File: src/rtl/spi_resp16_if.sv
// spi_resp16_if: bundles the SPI pin side and the host register side of the
// 16-bit SPI responder.
//   Pin side   : SS_n, SCLK, MOSI (master -> responder), MISO (responder -> master)
//   Host side  : wrt, tx_data, clr_rdy (host -> responder),
//                rx_data, rdy, frame_err (responder -> host)
// The slave modport is the responder's view; the master modport is the view
// of whatever drives the link and the host register side (e.g. a bench).
interface spi_resp16_if #(
  parameter int DATA_W = 16
);
  logic              SS_n;
  logic              SCLK;
  logic              MOSI;
  logic              MISO;
  logic              wrt;
  logic [DATA_W-1:0] tx_data;
  logic              clr_rdy;
  logic [DATA_W-1:0] rx_data;
  logic              rdy;
  logic              frame_err;

  modport slave (
    input  SS_n, SCLK, MOSI, wrt, tx_data, clr_rdy,
    output MISO, rx_data, rdy, frame_err
  );

  modport master (
    output SS_n, SCLK, MOSI, wrt, tx_data, clr_rdy,
    input  MISO, rx_data, rdy, frame_err
  );
endinterface

File: src/rtl/spi_resp16.sv
// spi_resp16: SPI responder, mode 0, MSB first, one DATA_W-bit word each way
// per SS_n-low frame. SS_n/SCLK/MOSI are asynchronous and are synchronized
// into clk; all actions are taken on detected edges.
// Ports:
//   clk  - system clock
//   rst  - asynchronous, active-high reset
//   bus  - spi_resp16_if.slave:
//          SS_n, SCLK, MOSI in; MISO out (pin side)
//          wrt, tx_data, clr_rdy in; rx_data, rdy, frame_err out (host side)
// Parameters:
//   DATA_W      - bits per frame
//   SYNC_STAGES - synchronizer depth on SS_n/SCLK/MOSI (>= 2)
module spi_resp16 #(
  parameter int DATA_W      = 16,
  parameter int SYNC_STAGES = 2
) (
  input  logic           clk,
  input  logic           rst,
  spi_resp16_if.slave    bus
);

  localparam int CNT_W = $clog2(DATA_W + 2);
  localparam logic [CNT_W-1:0] CNT_FULL = CNT_W'(DATA_W);
  localparam logic [CNT_W-1:0] CNT_MAX  = CNT_W'(DATA_W + 1);

  typedef enum logic {IDLE, SHIFT} state_t;

  // SS_n/SCLK carry one extra flop beyond the synchronizer so the edge is
  // seen between the last synchronizer stage and its delayed copy.
  logic [SYNC_STAGES:0]   ss_sync;
  logic [SYNC_STAGES:0]   sclk_sync;
  logic [SYNC_STAGES-1:0] mosi_sync;

  logic ss_fall, ss_rise, sclk_fall, sclk_rise, mosi_bit;

  state_t            state, state_nx;
  logic [DATA_W-1:0] tx_buf;
  logic [DATA_W-1:0] tx_shft, tx_shft_nx;
  logic [DATA_W-1:0] rx_shft, rx_shft_nx;
  logic [CNT_W-1:0]  bit_cnt, bit_cnt_nx;
  logic [DATA_W-1:0] rx_data, rx_data_nx;
  logic              rdy, rdy_nx;
  logic              frame_err, frame_err_nx;
  logic              miso;

  // Synchronizers: SS_n/SCLK preset high (their idle level) so reset never
  // fabricates an edge.
  always_ff @(posedge clk or posedge rst) begin
    if (rst) begin
      ss_sync   <= '1;
      sclk_sync <= '1;
      mosi_sync <= '0;
    end else begin
      ss_sync   <= {ss_sync[SYNC_STAGES-1:0], bus.SS_n};
      sclk_sync <= {sclk_sync[SYNC_STAGES-1:0], bus.SCLK};
      mosi_sync <= {mosi_sync[SYNC_STAGES-2:0], bus.MOSI};
    end
  end

  assign ss_fall   =  ss_sync[SYNC_STAGES]   & ~ss_sync[SYNC_STAGES-1];
  assign ss_rise   = ~ss_sync[SYNC_STAGES]   &  ss_sync[SYNC_STAGES-1];
  assign sclk_fall =  sclk_sync[SYNC_STAGES] & ~sclk_sync[SYNC_STAGES-1];
  assign sclk_rise = ~sclk_sync[SYNC_STAGES] &  sclk_sync[SYNC_STAGES-1];
  // MOSI taken at the stage where the new SCLK level first appears, so the
  // sample lines up with the rising edge it belongs to.
  assign mosi_bit  = mosi_sync[SYNC_STAGES-1];

  // Transmit buffer: a write during a frame is picked up by the next frame
  // because tx_shft is only loaded on SS_n fall.
  always_ff @(posedge clk or posedge rst) begin
    if (rst) begin
      tx_buf <= '0;
    end else if (bus.wrt) begin
      tx_buf <= bus.tx_data;
    end
  end

  always_comb begin
    state_nx     = state;
    tx_shft_nx   = tx_shft;
    rx_shft_nx   = rx_shft;
    bit_cnt_nx   = bit_cnt;
    rx_data_nx   = rx_data;
    // Clear first so a good-frame set below overrides a simultaneous clr_rdy.
    rdy_nx       = rdy & ~bus.clr_rdy;
    frame_err_nx = 1'b0;
    case (state)
      IDLE: begin
        if (ss_fall) begin
          state_nx   = SHIFT;
          tx_shft_nx = tx_buf;
          bit_cnt_nx = '0;
          rx_shft_nx = '0;
        end
      end
      SHIFT: begin
        // SS_n rise takes priority; any SCLK edge in the same clk is dropped.
        if (ss_rise) begin
          state_nx = IDLE;
          if (bit_cnt == CNT_FULL) begin
            rx_data_nx = rx_shft;
            rdy_nx     = 1'b1;
          end else begin
            frame_err_nx = 1'b1;
          end
        end else if (sclk_rise) begin
          rx_shft_nx = {rx_shft[DATA_W-2:0], mosi_bit};
          if (bit_cnt != CNT_MAX) begin
            bit_cnt_nx = bit_cnt + CNT_W'(1);
          end
        end else if (sclk_fall && (bit_cnt != '0) && (bit_cnt < CNT_FULL)) begin
          // bit_cnt == 0 is the master's front-porch fall: MSB already on MISO.
          tx_shft_nx = {tx_shft[DATA_W-2:0], 1'b0};
        end
      end
      default: state_nx = IDLE;
    endcase
  end

  always_ff @(posedge clk or posedge rst) begin
    if (rst) begin
      state     <= IDLE;
      tx_shft   <= '0;
      rx_shft   <= '0;
      bit_cnt   <= '0;
      rx_data   <= '0;
      rdy       <= 1'b0;
      frame_err <= 1'b0;
      miso      <= 1'b0;
    end else begin
      state     <= state_nx;
      tx_shft   <= tx_shft_nx;
      rx_shft   <= rx_shft_nx;
      bit_cnt   <= bit_cnt_nx;
      rx_data   <= rx_data_nx;
      rdy       <= rdy_nx;
      frame_err <= frame_err_nx;
      // Registered copy of the shifter MSB; holds in IDLE since tx_shft does.
      miso      <= tx_shft[DATA_W-1];
    end
  end

  assign bus.MISO      = miso;
  assign bus.rx_data   = rx_data;
  assign bus.rdy       = rdy;
  assign bus.frame_err = frame_err;

endmodule

File: src/flat_wrapper.sv
// flat-port wrapper written by rule: the top's interface ports become plain ports
module spi_resp16_flat 
#(
  parameter int DATA_W      = 16,
  parameter int SYNC_STAGES = 2
)
  (clk, rst, bus_SS_n, bus_SCLK, bus_MOSI, bus_wrt, bus_tx_data, bus_clr_rdy, bus_MISO, bus_rx_data, bus_rdy, bus_frame_err);
  spi_resp16_if #(.DATA_W(DATA_W)) bus_i ();
  input  logic clk;
  input  logic rst;
  input wire logic [$bits(bus_i.SS_n)-1:0] bus_SS_n;
  input wire logic [$bits(bus_i.SCLK)-1:0] bus_SCLK;
  input wire logic [$bits(bus_i.MOSI)-1:0] bus_MOSI;
  input wire logic [$bits(bus_i.wrt)-1:0] bus_wrt;
  input wire logic [$bits(bus_i.tx_data)-1:0] bus_tx_data;
  input wire logic [$bits(bus_i.clr_rdy)-1:0] bus_clr_rdy;
  output wire logic [$bits(bus_i.MISO)-1:0] bus_MISO;
  output wire logic [$bits(bus_i.rx_data)-1:0] bus_rx_data;
  output wire logic [$bits(bus_i.rdy)-1:0] bus_rdy;
  output wire logic [$bits(bus_i.frame_err)-1:0] bus_frame_err;
  assign bus_i.SS_n = bus_SS_n;
  assign bus_i.SCLK = bus_SCLK;
  assign bus_i.MOSI = bus_MOSI;
  assign bus_i.wrt = bus_wrt;
  assign bus_i.tx_data = bus_tx_data;
  assign bus_i.clr_rdy = bus_clr_rdy;
  assign bus_MISO = bus_i.MISO;
  assign bus_rx_data = bus_i.rx_data;
  assign bus_rdy = bus_i.rdy;
  assign bus_frame_err = bus_i.frame_err;
  spi_resp16 #(.DATA_W(DATA_W), .SYNC_STAGES(SYNC_STAGES)) u_core (.clk(clk), .rst(rst), .bus(bus_i));
endmodule
File: config.mk
export PLATFORM = sky130hd
export DESIGN_NAME = spi_resp16_flat
export DESIGN_NICKNAME = d
export VERILOG_FILES = /design/src/rtl/spi_resp16_if.sv /design/src/rtl/spi_resp16.sv /design/src/flat_wrapper.sv
export SDC_FILE = /design/constraint.sdc
export NUM_CORES = 1
export LEC_CHECK = 0
export ABC_AREA = 1
export CAP_MARGIN = 5
export CORE_UTILIZATION = 30
export DETAILED_ROUTE_END_ITERATION = 7
export GPL_ROUTABILITY_DRIVEN = 0
export SYNTH_ARGS = -nofsm -noshare
export SYNTH_HDL_FRONTEND = slang
export SYNTH_SLANG_ARGS = --single-unit
File: constraint.sdc
create_clock -name clk -period 7.1 [get_ports clk]
set_input_delay 0.71 -clock clk [delete_from_list [all_inputs] [get_ports clk]]
set_output_delay 0.71 -clock clk [all_outputs]
set_load 0.005 [all_outputs]
After elaboration in Yosys (flattened, before gate mapping)
Index checks and enable logic that the tools add are counted.

cells by class
  add/sub/neg operators = 1
  multiplexer cells = 23
  bitwise logic cells = 11
  shifts and indexed selects = 0
  reduce and logical (&&, ||, !) cells = 7
  $lt $le $gt $ge = 1
  multiply operators = 0
  equal/unequal tests = 8
  div/mod/pow operators = 0

operators with widths
  cell                                                    number
  two-way mux 16 bit                                      7
  one-hot mux 16 bit (2 select lines)                     2
  two-way mux 5 bit                                       4
  one-hot mux 5 bit (2 select lines)                      1
  two-way mux 1 bit                                       8
  inequality test 2 bit (second input constant)           4
  AND reduction 4 bit                                     2
  inverter 1 bit                                          6
  AND reduction 3 bit                                     2
  adder 5 x 1 -> 5 bit (second input constant)            1
  bitwise AND 1 bit                                       5
  equality test 5 bit (second input constant)             1
  less-than comparator 5 bit (second input constant)      1
  inequality test 5 bit (second input constant)           1
  nonzero test 5 bit                                      1
  inequality test 2 x 1 -> 1 bit (second input constant)  2
  logical AND 1 bit                                       2
  one-hot mux 1 bit (2 select lines)                      1

word-level totals
  bits in latches = 0
  logic and storage cells = 63
  memories kept = 0
  bits of input ports = 23
  register bits = 81
  memory bits (writable) = 0
  output and inout port bits = 19
  bits in read-only memories = 0

Longest topological paths before layout
  word-level depth = 8
  mapped depth = 9
  mapped depth without buffers = 8

Worst setup path before layout
OpenSTA, ideal clock, no wires.

  kind = register -> register
  start point = register u_core.bit_cnt[0]
  end point = register u_core.tx_shft[8]
  data required time = 6.983 ns
  cell stages (with the launch flop) = 10
  path slack = 5.738 ns
  data arrival time = 1.246 ns
  library setup time = 0.117 ns
  clock period less this slack = 1.362 ns
  path buffers = 1
  cell sequence = dfrtp_1 inv_1 ha_1 nand2_4 nand2_2 nand2_4 nand2_4 buf_6 nand2_1 nand2_1

between the ends
  cells in the longest elaborated chain, start to end = 5
  elaborated cells on any way between the ends = 6
  classes of those cells = 1 x order compare; 1 x eq/ne; 4 x reduce/logical

ends and longest elaborated chain
  element                                                                             RTL line           RTL
  start, declared                                                                     spi_resp16.sv:40   logic [CNT_W-1:0] bit_cnt, bit_cnt_nx;
  start signal, assigned                                                              spi_resp16.sv:134  bit_cnt <= bit_cnt_nx;
  parallel branches: the longest is 2 deep, another holds less-than comparator 5 bit  -
  logical AND 1 bit *                                                                 spi_resp16.sv:111  end else if (sclk_fall && (bit_cnt != '0) && (bit_cnt < CNT_FULL)) begin
  inequality test 2 bit (no line) *                                                   -
  AND reduction 4 bit (no line) *                                                     -
  end signal, assigned                                                                spi_resp16.sv:132  tx_shft <= tx_shft_nx;
  end, declared                                                                       spi_resp16.sv:38   logic [DATA_W-1:0] tx_shft, tx_shft_nx;

Mark *: on every way between the ends.
A chain may end at the register's enable or synchronous reset.

Worst setup path in the final report
  start point = register u_core.state
  end point = register u_core.bit_cnt[3]

between the ends
  cells in the longest elaborated chain, start to end = 3
  elaborated cells on any way between the ends = 7
  classes of those cells = 4 x eq/ne; 1 x mux; 1 x bitwise; 1 x reduce/logical

ends and longest elaborated chain
  element                                   RTL line           RTL
  start, declared                           spi_resp16.sv:36   state_t state, state_nx;
  start signal, assigned                    spi_resp16.sv:131  state <= state_nx;
  inverter 1 bit                            spi_resp16.sv:87   case (state)
  inequality test 2 x 1 -> 1 bit (no line)  -
  AND reduction 4 bit (no line)             -

Parallel ways exist; a longest one is shown, timed or not.

==> flow_metrics.tcl <==
set metrics [dict create \
    finalInstanceArea_um2 4200 \
    post-route-period-util_pct 27.1 \
    postSynth.topFlopCell "dfrtp_1" \
    report.final.hold_viol_count 0 \
    drt_iter0_drc 141 \
    critPathCaptureType "register" \
    core.rowCount 38 \
    seq_area_frac_synth_pct 58.5 \
    io_buffers 41 \
    critPathLaunch "u_core.state" \
    synth_warnings 0 \
    tritoncts "yes" \
    synth-async-reset-ratio_pct 100 \
    slew-limit-headroom_pct 32.8 \
    cts.reportedPaths.clkPinSlew_ps 50 \
    top_level_ports 42 \
    totalNegativeSetupSlack_ps 0 \
    timing.rr.end "u_core.bit_cnt[3]" \
    run_status "finished clean" \
    min_path_type "reg -> reg" \
    average_wire_per_standard_cell_um 11.1 \
    worst_hold_path.endpoint "u_core.mosi_sync[1]" \
    holdPathStages 0 \
    placed_cell_area_um2 3950 \
    slowest_delay_ps 540 \
    die_h_um 110 \
    postSynthCellCount 392 \
    finish.net_count 453 \
    finalCriticalPeriod_ps 1920 \
    number_of_max_cap_violations 0 \
    floorplan.die_area_um2 12000 \
    grt_antenna_before_repair 0 \
    area_growth_pct 20.6 \
    antenna_violating_nets_post_route 0 \
    grt_pass1_vias 2475 \
    hold_start "u_core.mosi_sync[0]" \
    startpoint_of_the_most_critical_register_to_register_path "u_core.state" \
    area.sequential_um2 2030 \
    critPathSlowestCell "dfrtp_1" \
    path_delay_family "simple AND/OR/NAND/NOR gates" \
    yosys.cell_count.top_type "nand2_1" \
    regToRegSetupSlack_ps 5180 \
    clock-skew-final_ps 4.56 \
    postCtsHoldBufs 0 \
    netlist_area_um2 3480 \
    finalSetupViolations 0 \
    cts_resized 0 \
    cp_data_arrival_time_ps 2190 \
    synthesis.area_per_instance_um2 8.88 \
    static_leakage_power_uw 0.00204 \
    layout-drive-gt1-share_pct 7.67 \
    critical_path.cell_chain "inv_2 -> nand2_1 -> nand3_2 -> nor2_1 -> nand2_1 -> nand2_1" \
    tightest_slew_ps 1010 \
    ctsLongestPathBuffers 2 \
    die_width_um 110 \
    synth.ff_latch_count 81 \
    syn-num-nets 418 \
    detail_route.drc_violations 0 \
    critical_path_peak_fanout 33 \
    clockRootBuffer "clkbuf_16" \
    synth-edff-count 0 \
    drt_wl_total_um 6320 \
    max_freq_mhz 520 \
    synth.lib_cells_used.distinct 23 \
    timing.reg2reg.worst_path_depth 6 \
    start_kind "register" \
    initial_utilization_pct 31.4 \
    cts_made_buffers 9 \
    grt_first_pass_wirelength_um 11100 \
    timing.setup.critical_path_class "reg -> reg" \
    multi_input_area_um2 1210 \
    power.density_nw_per_um2 282 \
    rsz0062_at_grt "no" \
    grt_overflow 0 \
    cts-htree-levels 3 \
    synth_top_cell_by_area "dfrtp_1" \
    yosys-top-cells-area "dfrtp_1 (54%), nand2_1 (17%), o21ai_0 (6.6%), nand3_1 (5.3%), dfstp_2 (4.5%)" \
    cp_common_cell "nand2_1" \
    fillers 1152 \
    coreArea_um2 11100 \
    grt_max_degree 82 \
    clock_sinks 81 \
    synth_top_cells_by_count "nand2_1 (154), dfrtp_1 (75), o21ai_0 (46), nand3_1 (37), inv_1 (25)" \
    final_max_tran_viols 0 \
    cts_post_setup_buffers_inserted 0 \
    detailroute.via_count 2533 \
    critPathRequiredTime_ps 7370 \
    peakVddDrop_mv 0.198 \
    antenna-diode-count 0 \
    insertion_delay_ps 330 \
    post_drt_via_cell_ratio 4.44 \
    worstPathBufferInverterCount 1 \
    timing.critical_path.depth 6 \
    post-dp-hpwl_um 4130 \
    post-synth-top-area-fraction_pct 53.9 \
    dr.pass1.iters 4 \
    grt_util_all_layers_pct 12.0 \
]
==> worst register-to-register path, cell delays in order (launching register included) <==
cell and delay, ps:
dfrtp_1 540, inv_2 140, nand2_1 110, nand3_2 430
nor2_1 470, nand2_1 100, nand2_1 80
==> cells in the final DEF, fill, tap and decap left out, drive strengths merged <==
master	n
nand3	38
mux2	1
clkinv	2
clkbuf	13
ha	3
inv	27
nor2	9
xnor2	1
dfstp	6
o21ai	48
nand2	161
clkdlybuf4s50	41
nand4	3
buf	2
dfrtp	75
==> per-layer routing <==
metal  vias up  track usage (%)  share of wire (%)
li1       1306                -                  -
met1      1164             14.3                 49
met2        56             19.6                 45
met3         7             4.98                4.8
met4         0             4.19                1.4
met5         -                0                  0
==> metrics by stage <==
stage                     std cells  total power (uW)  setup WS [ps]  util, %  hold WS [ps]
after floorplan                 392               753           4320        -           331
after global routing            570              1270           4900     37.9           359
after CTS                       570              1200           5150     37.9           356
final                           570              1180           5180     37.9           351
after global placement          556               793           4850     35.7           346
after detailed placement        556               800           4830     35.7           337
==> layout make-up <==
class / instances / share of cell area [%]
Clock buffer: 13 / 5.72
Clock inverter: 1 / 0.119
Inverter: 28 / 2.53
Multi-Input combinational cell: 264 / 28.9
Sequential cell: 81 / 48.5
Tap cell: 140 / 4.17
Timing Repair Buffer: 43 / 10.1
==> where the power goes <==
group	switching, uW	internal [uW]	leakage, uW	total [uW]
combinational	136	77.3	0.000868	213
sequential	45.8	529	0.00105	575
clock	162	232	0.000120	394
==> state kept, by name, summed over array words and instances (netlist names) <==
| register | cells |
|---|---|
| u_core.tx_shft | 16 |
| u_core.bus.rdy | 1 |
| u_core.rx_shft | 16 |
| u_core.bus.frame_err | 1 |
| u_core.sclk_sync | 3 |
| u_core.bus.rx_data | 16 |
| u_core.ss_sync | 3 |
| u_core.mosi_sync | 2 |
| u_core.state | 1 |
| u_core.tx_buf | 16 |
| u_core.bit_cnt | 5 |
| u_core.bus.MISO | 1 |
==> kinds of logic (layout without fill, tap and decap cells) <==
logic type | count (synthesis) | in the layout | synth area share, %
multiplexers | 1 | 1 | 0.324
AND/OR/NAND/NOR | 211 | 211 | 26.2
adder cells (fa/ha/maj) | 3 | 3 | 1.08
flip-flops | 81 | 81 | 58.5
XOR/XNOR | 1 | 1 | 0.252
AO/OA/AOI/OAI | 48 | 48 | 6.90
buffers and inverters | 47 | 85 | 6.72
==> worst max-delay path by stage <==
stage / end / slack (ps)
4_1_cts: u_core.bit_cnt[4] / 5150
3_3_place_gp: u_core.tx_buf[0] / 4850
5_1_grt: u_core.bit_cnt[3] / 4900
3_5_place_dp: u_core.tx_buf[0] / 4830
6_report: u_core.bit_cnt[3] / 5180
2_1_floorplan: u_core.bit_cnt[0] / 4320
Power figures use the tool's default switching activity.
